[src/rtl/mux_nch_scan_if.sv]
// Bundle of the data, select/mask controls and tagged output of the scanning channel mux.
// Latency: none (wires only).
// Backpressure: none; the consumer samples every cycle and qualifies each sample with Y_VALID.
interface mux_nch_scan_if #(
    parameter int W  = 8,
    parameter int N  = 4,
    parameter int SW = 2
);
    logic [N*W-1:0] D;
    logic [SW-1:0]  S;
    logic           MODE;
    logic           EN;
    logic [N-1:0]   MASK;
    logic [W-1:0]   Y;
    logic           Y_VALID;
    logic [SW-1:0]  CH;
    logic           WRAP;

    modport master (
        output D, S, MODE, EN, MASK,
        input  Y, Y_VALID, CH, WRAP
    );

    modport slave (
        input  D, S, MODE, EN, MASK,
        output Y, Y_VALID, CH, WRAP
    );
endinterface

[src/rtl/mux_nch_scan.sv]
// Registered N-channel mux with manual select or masked round-robin scan with a dwell time.
// Latency: one cycle from D/S/MASK/MODE/EN to Y/CH/Y_VALID/WRAP.
// Backpressure: none; EN=0 freezes Y/CH/dwell count and drops Y_VALID.
module mux_nch_scan #(
    parameter int W     = 8,
    parameter int N     = 4,
    parameter int SW    = 2,
    parameter int DWELL = 4
) (
    input  logic         clk,
    input  logic         rst,
    mux_nch_scan_if.slave bus
);
    localparam int CW = $clog2(DWELL + 1);

    typedef enum logic [1:0] {
        ST_IDLE   = 2'd0,
        ST_MANUAL = 2'd1,
        ST_SCAN   = 2'd2
    } state_t;

    state_t         state_q;
    state_t         state_d;

    logic [W-1:0]   y_q,     y_d;
    logic [SW-1:0]  ch_q,    ch_d;
    logic           valid_q, valid_d;
    logic           wrap_q,  wrap_d;
    logic [CW-1:0]  cnt_q,   cnt_d;
    logic [CW-1:0]  cnt_eff;

    logic           s_ok;
    logic           cur_ok;
    logic [W-1:0]   d_s;
    logic [W-1:0]   d_cur;
    logic [W-1:0]   d_nxt;

    logic [2*N-1:0] mask_rot;
    int             step;
    int             tgt;
    logic [SW-1:0]  nxt_ch;
    logic           nxt_wrap;

    function automatic logic [W-1:0] pick_data(input logic [N*W-1:0] d, input logic [SW-1:0] idx);
        logic [W-1:0] r;
        r = '0;
        for (int i = 0; i < N; i++) begin
            if (idx == SW'(i)) r = d[i*W +: W];
        end
        return r;
    endfunction

    // Indices >= N (possible when N is not a power of two) are never usable.
    function automatic logic pick_mask(input logic [N-1:0] m, input logic [SW-1:0] idx);
        logic r;
        r = 1'b0;
        for (int i = 0; i < N; i++) begin
            if (idx == SW'(i)) r = m[i];
        end
        return r;
    endfunction

    // State register
    always_ff @(posedge clk) begin
        if (rst) state_q <= ST_IDLE;
        else     state_q <= state_d;
    end

    // Next state follows the mode controls sampled at this edge
    always_comb begin
        state_d = ST_IDLE;
        if (bus.EN) state_d = bus.MODE ? ST_SCAN : ST_MANUAL;
    end

    always_comb begin
        s_ok   = pick_mask(bus.MASK, bus.S);
        cur_ok = pick_mask(bus.MASK, ch_q);
        d_s    = pick_data(bus.D, bus.S);
        d_cur  = pick_data(bus.D, ch_q);
        d_nxt  = pick_data(bus.D, nxt_ch);
    end

    // Upward search with wrap: rotate a doubled mask so bit k-1 is channel (ch+k) mod N,
    // then take the lowest set bit. step=N lands back on ch itself (single-channel case).
    always_comb begin
        mask_rot = {bus.MASK, bus.MASK} >> (int'(ch_q) + 1);
        step     = N;
        for (int k = N - 1; k >= 0; k--) begin
            if (mask_rot[k]) step = k + 1;
        end
        tgt      = int'(ch_q) + step;
        nxt_wrap = (tgt >= N);
        if (tgt >= N) tgt = tgt - N;
        nxt_ch   = SW'(tgt);
    end

    // Entering scan from manual always starts a fresh dwell period.
    assign cnt_eff = (state_q == ST_MANUAL) ? '0 : cnt_q;

    // Output / datapath decode for the state being entered at this edge
    always_comb begin
        y_d     = y_q;
        ch_d    = ch_q;
        cnt_d   = cnt_q;
        valid_d = 1'b0;
        wrap_d  = 1'b0;
        case (state_d)
            ST_MANUAL: begin
                cnt_d = '0;
                if (s_ok) begin
                    ch_d    = bus.S;
                    y_d     = d_s;
                    valid_d = 1'b1;
                end
            end
            ST_SCAN: begin
                if (bus.MASK == '0) begin
                    cnt_d = '0;
                end else if (!cur_ok || cnt_eff == CW'(DWELL - 1)) begin
                    ch_d    = nxt_ch;
                    y_d     = d_nxt;
                    valid_d = 1'b1;
                    wrap_d  = nxt_wrap;
                    cnt_d   = '0;
                end else begin
                    y_d     = d_cur;
                    valid_d = 1'b1;
                    cnt_d   = cnt_eff + CW'(1);
                end
            end
            default: begin
            end
        endcase
    end

    always_ff @(posedge clk) begin
        if (rst) begin
            y_q     <= '0;
            ch_q    <= '0;
            valid_q <= 1'b0;
            wrap_q  <= 1'b0;
            cnt_q   <= '0;
        end else begin
            y_q     <= y_d;
            ch_q    <= ch_d;
            valid_q <= valid_d;
            wrap_q  <= wrap_d;
            cnt_q   <= cnt_d;
        end
    end

    assign bus.Y       = y_q;
    assign bus.Y_VALID = valid_q;
    assign bus.CH      = ch_q;
    assign bus.WRAP    = wrap_q;
endmodule

[src/flat_wrapper.sv]
// flat-port wrapper written by rule: the top's interface ports become plain ports
module mux_nch_scan_flat 
#(
    parameter int W     = 8,
    parameter int N     = 4,
    parameter int SW    = 2,
    parameter int DWELL = 4
)
  (clk, rst, bus_D, bus_S, bus_MODE, bus_EN, bus_MASK, bus_Y, bus_Y_VALID, bus_CH, bus_WRAP);
  mux_nch_scan_if #(.W(W), .N(N), .SW(SW)) bus_i ();
  input  logic clk;
  input  logic rst;
  input wire logic [$bits(bus_i.D)-1:0] bus_D;
  input wire logic [$bits(bus_i.S)-1:0] bus_S;
  input wire logic [$bits(bus_i.MODE)-1:0] bus_MODE;
  input wire logic [$bits(bus_i.EN)-1:0] bus_EN;
  input wire logic [$bits(bus_i.MASK)-1:0] bus_MASK;
  output wire logic [$bits(bus_i.Y)-1:0] bus_Y;
  output wire logic [$bits(bus_i.Y_VALID)-1:0] bus_Y_VALID;
  output wire logic [$bits(bus_i.CH)-1:0] bus_CH;
  output wire logic [$bits(bus_i.WRAP)-1:0] bus_WRAP;
  assign bus_i.D = bus_D;
  assign bus_i.S = bus_S;
  assign bus_i.MODE = bus_MODE;
  assign bus_i.EN = bus_EN;
  assign bus_i.MASK = bus_MASK;
  assign bus_Y = bus_i.Y;
  assign bus_Y_VALID = bus_i.Y_VALID;
  assign bus_CH = bus_i.CH;
  assign bus_WRAP = bus_i.WRAP;
  mux_nch_scan #(.W(W), .N(N), .SW(SW), .DWELL(DWELL)) u_core (.clk(clk), .rst(rst), .bus(bus_i));
endmodule
[config.mk]
export PLATFORM = sky130hd
export DESIGN_NAME = mux_nch_scan_flat
export DESIGN_NICKNAME = d
export VERILOG_FILES = /design/src/rtl/mux_nch_scan_if.sv /design/src/rtl/mux_nch_scan.sv /design/src/flat_wrapper.sv
export SDC_FILE = /design/constraint.sdc
export NUM_CORES = 1
export LEC_CHECK = 0
export ABC_AREA = 1
export BUFFER_PORTS_ARGS = -buffer_cell sky130_fd_sc_hd__buf_2
export CAP_MARGIN = 20
export CORE_UTILIZATION = 30
export DETAILED_ROUTE_END_ITERATION = 10
export GPL_TIMING_DRIVEN = 0
export MAX_ROUTING_LAYER = met4
export PLACE_DENSITY = 0.52
export RECOVER_POWER = 50
export SLEW_MARGIN = 20
export SYNTH_ARGS = -nofsm -noshare
export SYNTH_HDL_FRONTEND = slang
export SYNTH_SLANG_ARGS = --single-unit
[constraint.sdc]
create_clock -name clk -period 4.1 [get_ports clk]
set_input_delay 0.205 -clock clk [delete_from_list [all_inputs] [get_ports clk]]
set_output_delay 0.205 -clock clk [all_outputs]
set_load 0.01 [all_outputs]
==> results_dict.tcl, run 1 <==
set metrics [dict create \
    insertion_delay_ns 0.25 \
    cts_hold_buf 0 \
    grt_antenna_before_repair 0 \
    synth_compound_area_share_pct 18.1 \
    min_to "u_core.state_q[0]$_SDFF_PP0_" \
    route.vias.total 2354 \
    yosys_warnings 0 \
    root_buffer "sky130_fd_sc_hd__clkbuf_8" \
    vias_in_the_first_global_route 2232 \
    clock_tree_from_tritoncts "done" \
    grt_remaining_overflow 0 \
    clock-skew-final_ns 0.00649 \
    postSynthRegisterBits 17 \
    dp_cells 461 \
    worst_hold_startpoint "bus_MODE" \
    cts.repair_timing.setup_buffer_count 0 \
    main_combinational_cell_family_by_area_after_synthesis "simple AND/OR/NAND/NOR gates" \
    yosysMostFrequentCell "sky130_fd_sc_hd__nand2_1" \
    placement.io_buffers 51 \
    cap_viol_max_count 0 \
    floorplan.die.width_um 80.4 \
    timing.critical_path.required_ns 4.28 \
    worst_slack_at_placement_ns 0.675 \
    finalCritPeriodShare_pct 84.7 \
    hold_depth 3 \
    grt_start_max_net_pins 11 \
    rsz0062_at_grt "false" \
    rrSetupSlack_ns 0.63 \
    number_of_routed_nets_with_antenna_violations 0 \
    synth_area_in_adders_pct 3.80 \
    synthesis.area_per_instance_sq_um 5.50 \
    fmax_mhz 288 \
    design.die.area_sq_mm 0.00646 \
    outcome "completed" \
    finalWorstPathRequiredPeriod_ns 3.47 \
    routed_wl_um 6200 \
    floorplan.rows 28 \
    report.final.hold_viol_count 0 \
    synthCells 335 \
    post_synth_main_area_contributors "sky130_fd_sc_hd__nand2_1, sky130_fd_sc_hd__dfxtp_1, sky130_fd_sc_hd__nand3_1" \
    drt-initial-drc-count 98 \
    track_usage_pct 21.0 \
    synth.mux.area_fraction_pct 0 \
    synth_enable_flop_cells 0 \
    crit-reg2reg-launch "u_core.bus.CH[0]$_SDFFE_PP0P_" \
    grt_first_pass_wirelength_um 10200 \
    synth_xor_area_share_pct 0 \
    htree_levels 1 \
    setup_ws_ns 0.627 \
    synth_top_cell_by_area "sky130_fd_sc_hd__nand2_1" \
    drc_violation_count_after_routing 0 \
    io_pins 54 \
    critical_path_arrival_ns 3.65 \
    cts-root-to-sink-buffers 2 \
    design.core.area_sq_mm 0.00592 \
    r2r_cells 16 \
    cts-buffers-inserted 3 \
    detailed_place_hpwl_um 4930 \
    vdd.ir_drop.worst_v 0.000135 \
    tightestPinTransition_ns 0.686 \
    ys.flop_type "sky130_fd_sc_hd__dfxtp_1" \
    nNetsFinal 438 \
    finalMaxSlewViolations 0 \
    ys_seq_area_share_pct 18.5 \
    most_instantiated_cells_after_synthesis "sky130_fd_sc_hd__nand2_1, sky130_fd_sc_hd__nand3_1, sky130_fd_sc_hd__o21ai_0, sky130_fd_sc_hd__inv_1, sky130_fd_sc_hd__nor2_1" \
    antenna-diode-count 0 \
    post_synthesis_instance_area_sq_mm 0.00184 \
    vias_per_cell 5.06 \
    first_pass_iters 4 \
    tns_ns 0 \
    worst_setup_path_start_kind "flip-flop" \
    final_cell_count_no_fill 465 \
    gpl.final_weighted_congestion 0.886 \
    synth_fp_nets 382 \
    cts_resized 0 \
    floorplan.initialDensity_pct 31.1 \
    relative_slew_slack_pct 54.1 \
    synth_simple_gate_area_share_pct 48.5 \
    critical_path.max_fanout 10 \
    synth_cell_type_count 29 \
    power_per_unit_of_standard_cell_area_mw_per_mm2 279 \
    async_flop_share_pct 0 \
    leakage_power_figure_nw 1.13 \
    die_h_um 80.4 \
    worstSetupPathType "flip-flop to flip-flop" \
    regToRegEndpoint "u_core.bus.Y[1]$_SDFFE_PP0P_" \
    drt-wirelength-per-cell_um 13.3 \
    critical_path.endpoint_type "flip-flop" \
    utilization_pct 37.5 \
    setup_viol_count_final 0 \
    final_layout_size_suffix_gt1_share_pct 16.4 \
    syn_to_final_growth_pct 20.6 \
    clkTransAtPathRegs_ns 0.07 \
    synth_top_area_share_pct 22.0 \
    cts.sink_count 17 \
    hold_class "input pin to flip-flop" \
]
how the worst max path moves through the flow:
stage	from	endpoint	slack (ns)	cells after the start
after global placement	u_core.bus.CH[0]$_SDFFE_PP0P_	u_core.bus.Y[1]$_SDFFE_PP0P_	0.63	16
after floorplan	u_core.bus.CH[0]$_SDFFE_PP0P_	u_core.bus.Y[0]$_SDFFE_PP0P_	1.28	16
final	u_core.bus.CH[0]$_SDFFE_PP0P_	u_core.bus.Y[1]$_SDFFE_PP0P_	0.63	16
after detailed placement	u_core.bus.CH[0]$_SDFFE_PP0P_	u_core.bus.Y[2]$_SDFFE_PP0P_	0.67	16
after CTS	u_core.bus.CH[0]$_SDFFE_PP0P_	u_core.bus.Y[2]$_SDFFE_PP0P_	0.64	16
after global routing	u_core.bus.CH[0]$_SDFFE_PP0P_	u_core.bus.Y[6]$_SDFFE_PP0P_	0.36	16
sequential cells by signal (all words and copies together) (netlist names):
register and count:
u_core.bus.Y_VALID 1, u_core.bus.Y 8, u_core.state_q 2, u_core.bus.WRAP 1, u_core.bus.CH 2, u_core.cnt_q 3
routing by layer:
layer	vias to the layer above	part of all wire, %	wire, um	GRT usage, %
li1	1205	-	-	-
met1	1057	45	2790	25.8
met2	78	46	2840	35.0
met3	14	6.1	380	3.18
met4	0	2.9	182	6.43
met5	-	0	0	-
layout by cell type, fill, tap and decap left out, types with 2 or more instances in the layout:
cell	synthesis	layout
sky130_fd_sc_hd__buf_4	2	2
sky130_fd_sc_hd__o21ai_0	38	38
sky130_fd_sc_hd__nand3_1	57	57
sky130_fd_sc_hd__clkbuf_1	4	15
sky130_fd_sc_hd__nor2_4	2	2
sky130_fd_sc_hd__ha_1	4	4
sky130_fd_sc_hd__inv_1	34	34
sky130_fd_sc_hd__o21ai_1	7	7
sky130_fd_sc_hd__dfxtp_1	17	17
sky130_fd_sc_hd__nand2_1	108	108
sky130_fd_sc_hd__nand2_4	3	3
sky130_fd_sc_hd__a21oi_1	14	14
sky130_fd_sc_hd__clkbuf_8	0	3
sky130_fd_sc_hd__buf_6	2	2
sky130_fd_sc_hd__nor2_1	23	24
sky130_fd_sc_hd__buf_2	2	42
sky130_fd_sc_hd__nand2_2	2	2
sky130_fd_sc_hd__inv_2	3	3
power breakdown:
group          internal (W)  switching [W]
clock network     0.0000674      0.0000585
logic              0.000104       0.000207
registers          0.000176     0.00000712
kinds of logic (layout without fill, tap and decap cells):
kind of cell               count (synthesis)  in the layout
and+or+nand+nor                          202            202
adders and majority gates                  5              5
AOI/OAI and AO/OA                         63             63
DFF                                       17             17
buffers and inverters                     48            103
critical path: stages (launching register included):
cell	delay, ns
sky130_fd_sc_hd__dfxtp_1	0.52
sky130_fd_sc_hd__buf_4	0.24
sky130_fd_sc_hd__nand2_1	0.06
sky130_fd_sc_hd__o21ai_1	0.11
sky130_fd_sc_hd__inv_1	0.06
sky130_fd_sc_hd__o21ai_1	0.23
sky130_fd_sc_hd__o21ai_0	0.14
sky130_fd_sc_hd__ha_1	0.23
sky130_fd_sc_hd__fa_1	0.48
sky130_fd_sc_hd__clkbuf_1	0.26
sky130_fd_sc_hd__nor2_1	0.49
sky130_fd_sc_hd__nand2_1	0.09
sky130_fd_sc_hd__nand3_1	0.11
sky130_fd_sc_hd__o21ai_0	0.09
sky130_fd_sc_hd__nand2_1	0.08
sky130_fd_sc_hd__nand3_1	0.08
sky130_fd_sc_hd__a21oi_1	0.13
metrics by stage:
stage	area, sq um	hold slack (ns)	total power, W
detailed placement	2190	0.457	0.000498
global route	2220	0.262	0.000674
finish	2220	0.247	0.000621
global placement	2190	0.458	0.000496
floorplan	1840	0.375	0.000391
CTS	2240	0.239	0.000627
final cells by class:
cell class	count	area (sq um)
fill	696	3700
multi-input combinational	270	1290
sequential	17	340
timing repair buffer	51	241
inverter	38	143
tap	75	93.8
buffer	10	62.6
clock buffer	3	41.3
clock inverter	1	5.00
Power figures use the tool's default switching activity.
==> run 2, diff against run 1 <==
--- a/config.mk
+++ b/config.mk
@@ -12,7 +12,7 @@
 export DETAILED_ROUTE_END_ITERATION = 10
 export GPL_TIMING_DRIVEN = 0
 export MAX_ROUTING_LAYER = met4
-export PLACE_DENSITY = 0.52
+export PLACE_DENSITY = 0.54
 export RECOVER_POWER = 50
 export SLEW_MARGIN = 20
 export SYNTH_ARGS = -nofsm -noshare
==> constraint.sdc (replaced) <==
create_clock -name clk -period 3.04 [get_ports clk]
set_input_delay 0.152 -clock clk [delete_from_list [all_inputs] [get_ports clk]]
set_output_delay 0.152 -clock clk [all_outputs]
set_load 0.01 [all_outputs]
==> run 2 against run 1 <==
Compared with the run above:
- largest cell class unchanged
- via count down 0.98%
- sequential share of layout area down 0.21 points
- highest routed layer unchanged
- design area up 2.9%
- register-to-register slack worse by 0.38 ns
==> results_dict.tcl, run 2 (synthesis results as in run 1) <==
set metrics [dict create \
    largest_register_ff_count 8 \
    timing.hold.ws_ns 0.175 \
    worst_slack_at_placement_ns -0.435 \
    number_of_routed_nets_with_antenna_violations 0 \
    grt_remaining_overflow 0 \
    power.internal_w 0.000492 \
    relative_slew_slack_pct 59.8 \
    clkTransAtPathRegs_ns 0.07 \
    placement.io_buffers 51 \
    clock-skew-final_ns 0.00232 \
    io_pins 54 \
    crit-reg2reg-launch "u_core.bus.CH[0]$_SDFFE_PP0P_" \
    critical_path_arrival_ns 2.98 \
    die_h_um 80.4 \
    path_buf_inv 3 \
    critical_path.endpoint_type "flip-flop" \
    track_usage_pct 20.4 \
    vdd.ir_drop.worst_v 0.000149 \
    first_pass_iters 4 \
    finalCritPeriodShare_pct 91.8 \
    count_of_filler_cells_inserted_in_the_layout 690 \
    utilization_pct 38.6 \
    design.core.area_sq_mm 0.00592 \
    outcome "completed" \
    worstSetupPathType "flip-flop to flip-flop" \
    insertion_delay_ns 0.25 \
    grt_first_pass_wirelength_um 9980 \
    post-route-cell-area_sq_mm 0.00229 \
    cts-buffers-inserted 3 \
    setup_viol_count_final 0 \
    cts.sink_count 17 \
    hold_depth 3 \
    tightestPinTransition_ns 0.601 \
    finalMaxSlewViolations 0 \
    drc_violation_count_after_routing 0 \
    fmax_mhz 358 \
    worst_hold_startpoint "bus_MODE" \
    commonest_non_fill_non_tap_cell_in_the_layout "sky130_fd_sc_hd__nand2_1" \
    cap_viol_max_count 0 \
    rrSetupSlack_ns 0.25 \
    hold_class "input pin to flip-flop" \
    gpl.final_weighted_congestion 0.897 \
    drt-initial-drc-count 84 \
    finalWorstPathRequiredPeriod_ns 2.79 \
    min_to "u_core.state_q[0]$_SDFF_PP0_" \
    grt_start_max_net_pins 11 \
    routed_wl_um 5960 \
    final_layout_size_suffix_gt1_share_pct 19.6 \
    route.vias.total 2331 \
    timing.critical_path.required_ns 3.23 \
    clkPwrFrac_pct 20.0 \
    seq_power_share_pct 28.5 \
    rsz0062_at_grt "false" \
    critical_path.max_fanout 10 \
    leakage_power_figure_nw 1.15 \
    root_buffer "sky130_fd_sc_hd__clkbuf_8" \
    critical-path-top-delay-family "adder cells" \
    switching_share_pct 43.3 \
    cts-root-to-sink-buffers 2 \
    worst_setup_path_start_kind "flip-flop" \
    regToRegEndpoint "u_core.bus.Y[7]$_SDFFE_PP0P_" \
    vias_in_the_first_global_route 2198 \
    power_per_unit_of_standard_cell_area_mw_per_mm2 380 \
    design.die.area_sq_mm 0.00646 \
    nNetsFinal 440 \
    report.final.hold_viol_count 0 \
    floorplan.initialDensity_pct 31.1 \
    switching_power_w 0.000376 \
    power_w 0.000868 \
    floorplan.rows 28 \
    crit_slowest_cell "sky130_fd_sc_hd__fa_2" \
    combinationalPowerShare_pct 51.5 \
    antenna-diode-count 0 \
    cts_hold_buf 0 \
    detailed_place_hpwl_um 4780 \
    syn_to_final_growth_pct 24.0 \
    slowest_delay_ns 0.62 \
    floorplan.die.width_um 80.4 \
    postPlaceCellArea_sq_mm 0.00219 \
    most-common-layout-cells "sky130_fd_sc_hd__nand2_1, sky130_fd_sc_hd__nand3_1, sky130_fd_sc_hd__buf_2, sky130_fd_sc_hd__o21ai_0, sky130_fd_sc_hd__inv_1" \
    r2r_cells 17 \
    grt_antenna_before_repair 0 \
    setup_ws_ns 0.249 \
    crit_chain "buf_6, nand2_1, o21ai_0, or2_1, o21ai_2, o21ai_1, ha_2, fa_2, buf_6, inv_1, nor2_1, nand2_1, nand3_1, o21ai_0, nand2_1, nand3_1, a21oi_1" \
    clock_tree_from_tritoncts "done" \
    drt-wirelength-per-cell_um 12.8 \
    vias_per_cell 4.99 \
    htree_levels 1 \
    timing.critical_path.from "u_core.bus.CH[0]$_SDFFE_PP0P_" \
    crit_top_cell "sky130_fd_sc_hd__nand2_1" \
]
==> run 2: worst register-to-register path, stage by stage, from the launching register on <==
cell	delay, ns
sky130_fd_sc_hd__dfxtp_4	0.38
sky130_fd_sc_hd__buf_6	0.15
sky130_fd_sc_hd__nand2_1	0.05
sky130_fd_sc_hd__o21ai_0	0.09
sky130_fd_sc_hd__or2_1	0.23
sky130_fd_sc_hd__o21ai_2	0.08
sky130_fd_sc_hd__o21ai_1	0.09
sky130_fd_sc_hd__ha_2	0.20
sky130_fd_sc_hd__fa_2	0.62
sky130_fd_sc_hd__buf_6	0.16
sky130_fd_sc_hd__inv_1	0.06
sky130_fd_sc_hd__nor2_1	0.13
sky130_fd_sc_hd__nand2_1	0.06
sky130_fd_sc_hd__nand3_1	0.06
sky130_fd_sc_hd__o21ai_0	0.08
sky130_fd_sc_hd__nand2_1	0.07
sky130_fd_sc_hd__nand3_1	0.07
sky130_fd_sc_hd__a21oi_1	0.12
==> run 2: worst max-delay path by stage <==
stage	to	slack (ns)	cells past startpoint
floorplan	u_core.bus.Y[0]$_SDFFE_PP0P_	0.22	16
global route	u_core.bus.Y[0]$_SDFFE_PP0P_	0.007	15
CTS	u_core.bus.Y[0]$_SDFFE_PP0P_	0.04	14
finish	u_core.bus.Y[7]$_SDFFE_PP0P_	0.25	17
global placement	u_core.bus.Y[0]$_SDFFE_PP0P_	-0.41	16
detailed placement	u_core.bus.Y[2]$_SDFFE_PP0P_	-0.43	16
==> run 2: area by class of cell <==
cell class	count	area, sq um	share of cell area, %
multi-input combinational	270	1320	57.9
inverter	38	143	6.24
clock inverter	1	5.00	0.219
tap	75	93.8	4.11
sequential	17	345	15.1
clock buffer	3	41.3	1.81
timing repair buffer	53	258	11.3
buffer	10	76.3	3.34
==> run 2: per-layer routing <==
layer  wire [um]  part of all wire, %  vias to the layer above  GRT usage (%)
met5           0                    0                        -              -
met2        2810                   47                       75           34.7
li1            -                    -                     1211              -
met1        2690                   45                     1035           25.2
met4         108                  1.8                        0           4.29
met3         355                  6.0                       10           3.41
==> run 2: per-stage QoR <==
stage,setup TNS (ns),std cells
6_report,0,467
5_1_grt,0,467
4_1_cts,0,465
3_5_place_dp,-3.13,461
3_3_place_gp,-3.02,461
2_1_floorplan,0,335
==> run 2: power groups by stage <==
stage	combinational [W]	sequential, W	clock [W]
finish	0.000447	0.000248	0.000174
global route	0.000505	0.000250	0.000191
CTS	0.000432	0.000248	0.000176
detailed placement	0.000417	0.000252	0
global placement	0.000415	0.000253	0
floorplan	0.000269	0.000258	0
==> run 2: repair_timing <==
item / CTS / global route
endpoints found under the setup margin: 9 / 8
buffers inserted: 0 / 2
cloned: 0 / 0
gates resized for setup: 8 / 10
pin swaps: 0 / 2
==> run 3, diff against run 2 <==
--- a/config.mk
+++ b/config.mk
@@ -5,7 +5,6 @@
 export SDC_FILE = /design/constraint.sdc
 export NUM_CORES = 1
 export LEC_CHECK = 0
-export ABC_AREA = 1
 export BUFFER_PORTS_ARGS = -buffer_cell sky130_fd_sc_hd__buf_2
 export CAP_MARGIN = 20
 export CORE_UTILIZATION = 30
==> run 3 against run 2 <==
Compared with the run above:
- via count is 34% lower
- core utilization up 0.14 points
- first-iteration DRC count decreased by 38%
- maximum frequency decreased by 2.6%
- register-to-register slack got worse by 0.07 ns
- setup slack worse by 0.073 ns
==> results_dict.tcl, run 3 <==
set metrics [dict create \
    outcome "completed" \
    most-common-layout-cells "sky130_fd_sc_hd__buf_2, sky130_fd_sc_hd__mux4_2, sky130_fd_sc_hd__nand2_1, sky130_fd_sc_hd__dfxtp_1, sky130_fd_sc_hd__clkbuf_1" \
    antenna-diode-count 0 \
    cap_viol_max_count 0 \
    synth_top_area_share_pct 31.4 \
    floorplan.initialDensity_pct 31.8 \
    vdd.ir_drop.worst_v 0.000137 \
    commonest_non_fill_non_tap_cell_in_the_layout "sky130_fd_sc_hd__buf_2" \
    post_synthesis_instance_area_sq_mm 0.00179 \
    leakage_power_figure_nw 0.846 \
    synth_fp_nets 215 \
    post-route-cell-area_sq_mm 0.00219 \
    synthesis.area_per_instance_sq_um 10.7 \
    cts-buffers-inserted 3 \
    timing.critical_path.required_ns 3.17 \
    finalCritPeriodShare_pct 94.2 \
    met1_usage_pct 21.3 \
    cts.repair_timing.setup_buffer_count 0 \
    synth_enable_flop_cells 0 \
    drt-initial-drc-count 52 \
    floorplan.die.width_um 79.3 \
    number_of_routed_nets_with_antenna_violations 0 \
    async_flop_share_pct 0 \
    vias_in_the_first_global_route 1518 \
    rsz0062_at_grt "false" \
    grt_util_met3_pct 1.26 \
    hold_depth 2 \
    grt_antenna_before_repair 0 \
    clock_tree_from_tritoncts "done" \
    design.die.area_sq_mm 0.00629 \
    synthCells 168 \
    insertion_delay_ns 0.25 \
    grt_first_pass_wirelength_um 7490 \
    report.final.hold_viol_count 0 \
    io_pins 54 \
    most_instantiated_cells_after_synthesis "sky130_fd_sc_hd__mux4_2, sky130_fd_sc_hd__nand2_1, sky130_fd_sc_hd__dfxtp_1, sky130_fd_sc_hd__mux2i_1, sky130_fd_sc_hd__mux2_2" \
    cts-root-to-sink-buffers 2 \
    power_per_unit_of_standard_cell_area_mw_per_mm2 375 \
    critical_path.endpoint_type "flip-flop" \
    first_pass_iters 4 \
    clkTransAtPathRegs_ns 0.07 \
    htree_levels 1 \
    yosys_warnings 0 \
    placement.io_buffers 50 \
    worstSetupPathType "flip-flop to flip-flop" \
    final_layout_size_suffix_gt1_share_pct 43.2 \
    grt_start_max_net_pins 11 \
    nNetsFinal 268 \
    route.vias.total 1535 \
    cts.sink_count 17 \
    finalMaxSlewViolations 0 \
    postPlaceCellArea_sq_mm 0.00214 \
    ys_seq_area_share_pct 19.0 \
    synth_cell_type_count 41 \
    syn_to_final_growth_pct 21.8 \
    postSynthRegisterBits 17 \
    hold_class "input pin to flip-flop" \
    clock-skew-final_ns 0.00134 \
    floorplan.rows 27 \
    tns_ns 0 \
    finalWorstPathRequiredPeriod_ns 2.86 \
    track_usage_pct 16.0 \
    vias_per_cell 5.26 \
    r2r_cells 8 \
    relative_slew_slack_pct 49.2 \
    die_h_um 79.3 \
    root_buffer "sky130_fd_sc_hd__clkbuf_8" \
    ys.flop_type "sky130_fd_sc_hd__dfxtp_1" \
    tightestPinTransition_ns 0.761 \
    detailed_place_hpwl_um 3390 \
    largest_register_ff_count 8 \
    critical_path_arrival_ns 3.00 \
    yosysMostFrequentCell "sky130_fd_sc_hd__mux4_2" \
    critical_path.max_fanout 10 \
    drc_violation_count_after_routing 0 \
    post_synth_main_area_contributors "sky130_fd_sc_hd__mux4_2, sky130_fd_sc_hd__dfxtp_1, sky130_fd_sc_hd__mux2i_1" \
    fmax_mhz 349 \
    setup_viol_count_final 0 \
    routed_wl_um 4600 \
    grt_most_used_layer "met2" \
    design.core.area_sq_mm 0.00564 \
    gpl.final_weighted_congestion 0.796 \
    synth_top_cell_by_area "sky130_fd_sc_hd__mux4_2" \
    drt-wirelength-per-cell_um 15.8 \
    grt_remaining_overflow 0 \
    worst_setup_path_start_kind "flip-flop" \
    gr-usage-met2_pct 26.1 \
]
## run 3: worst paths after layout
kind / slack (ns) / start / end
setup / recovery: 0.18 / u_core.bus.CH[1]$_SDFFE_PP0P_ / u_core.bus.Y[4]$_SDFFE_PP0P_
hold / removal: 0.11 / bus_MODE / u_core.state_q[0]$_SDFF_PP0_
setup reg to reg: 0.18 / u_core.bus.CH[1]$_SDFFE_PP0P_ / u_core.bus.Y[4]$_SDFFE_PP0P_
hold reg to reg: 0.46 / u_core.cnt_q[2]$_SDFFE_PP0P_ / u_core.cnt_q[2]$_SDFFE_PP0P_
## run 3: power breakdown
group / leakage [nW] / switching (W) / internal (W)
sequential: 0.139 / 0.0000115 / 0.000244
combinational: 0.684 / 0.000186 / 0.000207
clock: 0.0228 / 0.0000794 / 0.0000931
total: 0.846 / 0.000277 / 0.000543
## run 3: cells by family after synthesis
kind of cell	Yosys count	share of synthesized area, %
flip-flops	17	19.0
adder cells (fa/ha/maj)	5	3.91
buffers and inverters	20	6.28
AO/OA/AOI/OAI	27	10.3
multiplexers	50	47.0
AND/OR/NAND/NOR	49	13.5
## run 3: critical path: stages, from the launching register on
cell and delay, ns:
sky130_fd_sc_hd__dfxtp_1 0.45, sky130_fd_sc_hd__clkbuf_4 0.27, sky130_fd_sc_hd__mux4_1 0.62, sky130_fd_sc_hd__a211oi_4 0.22, sky130_fd_sc_hd__fa_1 0.45, sky130_fd_sc_hd__buf_4 0.20
sky130_fd_sc_hd__mux4_2 0.30, sky130_fd_sc_hd__mux2i_1 0.14, sky130_fd_sc_hd__o21ai_1 0.09
## run 3: timing repair
| action | 4_1_cts | 5_1_grt |
|---|---|---|
| gates resized for setup | 7 | 4 |
| setup endpoints to repair | 10 | 9 |
| hold buffers | 0 | 0 |
## run 3: through the flow
step / utilization, % / hold WS, ns / instances / power [W] / setup WS [ns]
2_1_floorplan: - / 0.229 / 168 / 0.000540 / 0.0158
3_3_place_gp: 37.9 / 0.369 / 290 / 0.000645 / -0.525
3_5_place_dp: 37.9 / 0.369 / 290 / 0.000650 / -0.562
4_1_cts: 38.9 / 0.0968 / 293 / 0.000830 / 0.0336
5_1_grt: 38.7 / 0.102 / 292 / 0.000875 / 0.0133
6_report: 38.7 / 0.105 / 292 / 0.000820 / 0.175
## run 3: final cells by class
cell class,count,area (sq um)
fill,576,3460
multi-input combinational,131,1360
sequential,17,340
timing repair buffer,50,234
buffer,12,97.6
tap,72,90.1
clock buffer,4,45.0
inverter,6,22.5
## run 3: routing by layer
layer	part of all wire (%)	routed length (um)	vias to the layer above
li1	-	-	752
met1	47	2150	744
met2	49	2240	34
met3	3.5	159	5
met4	1.2	53	0
met5	0	0	-
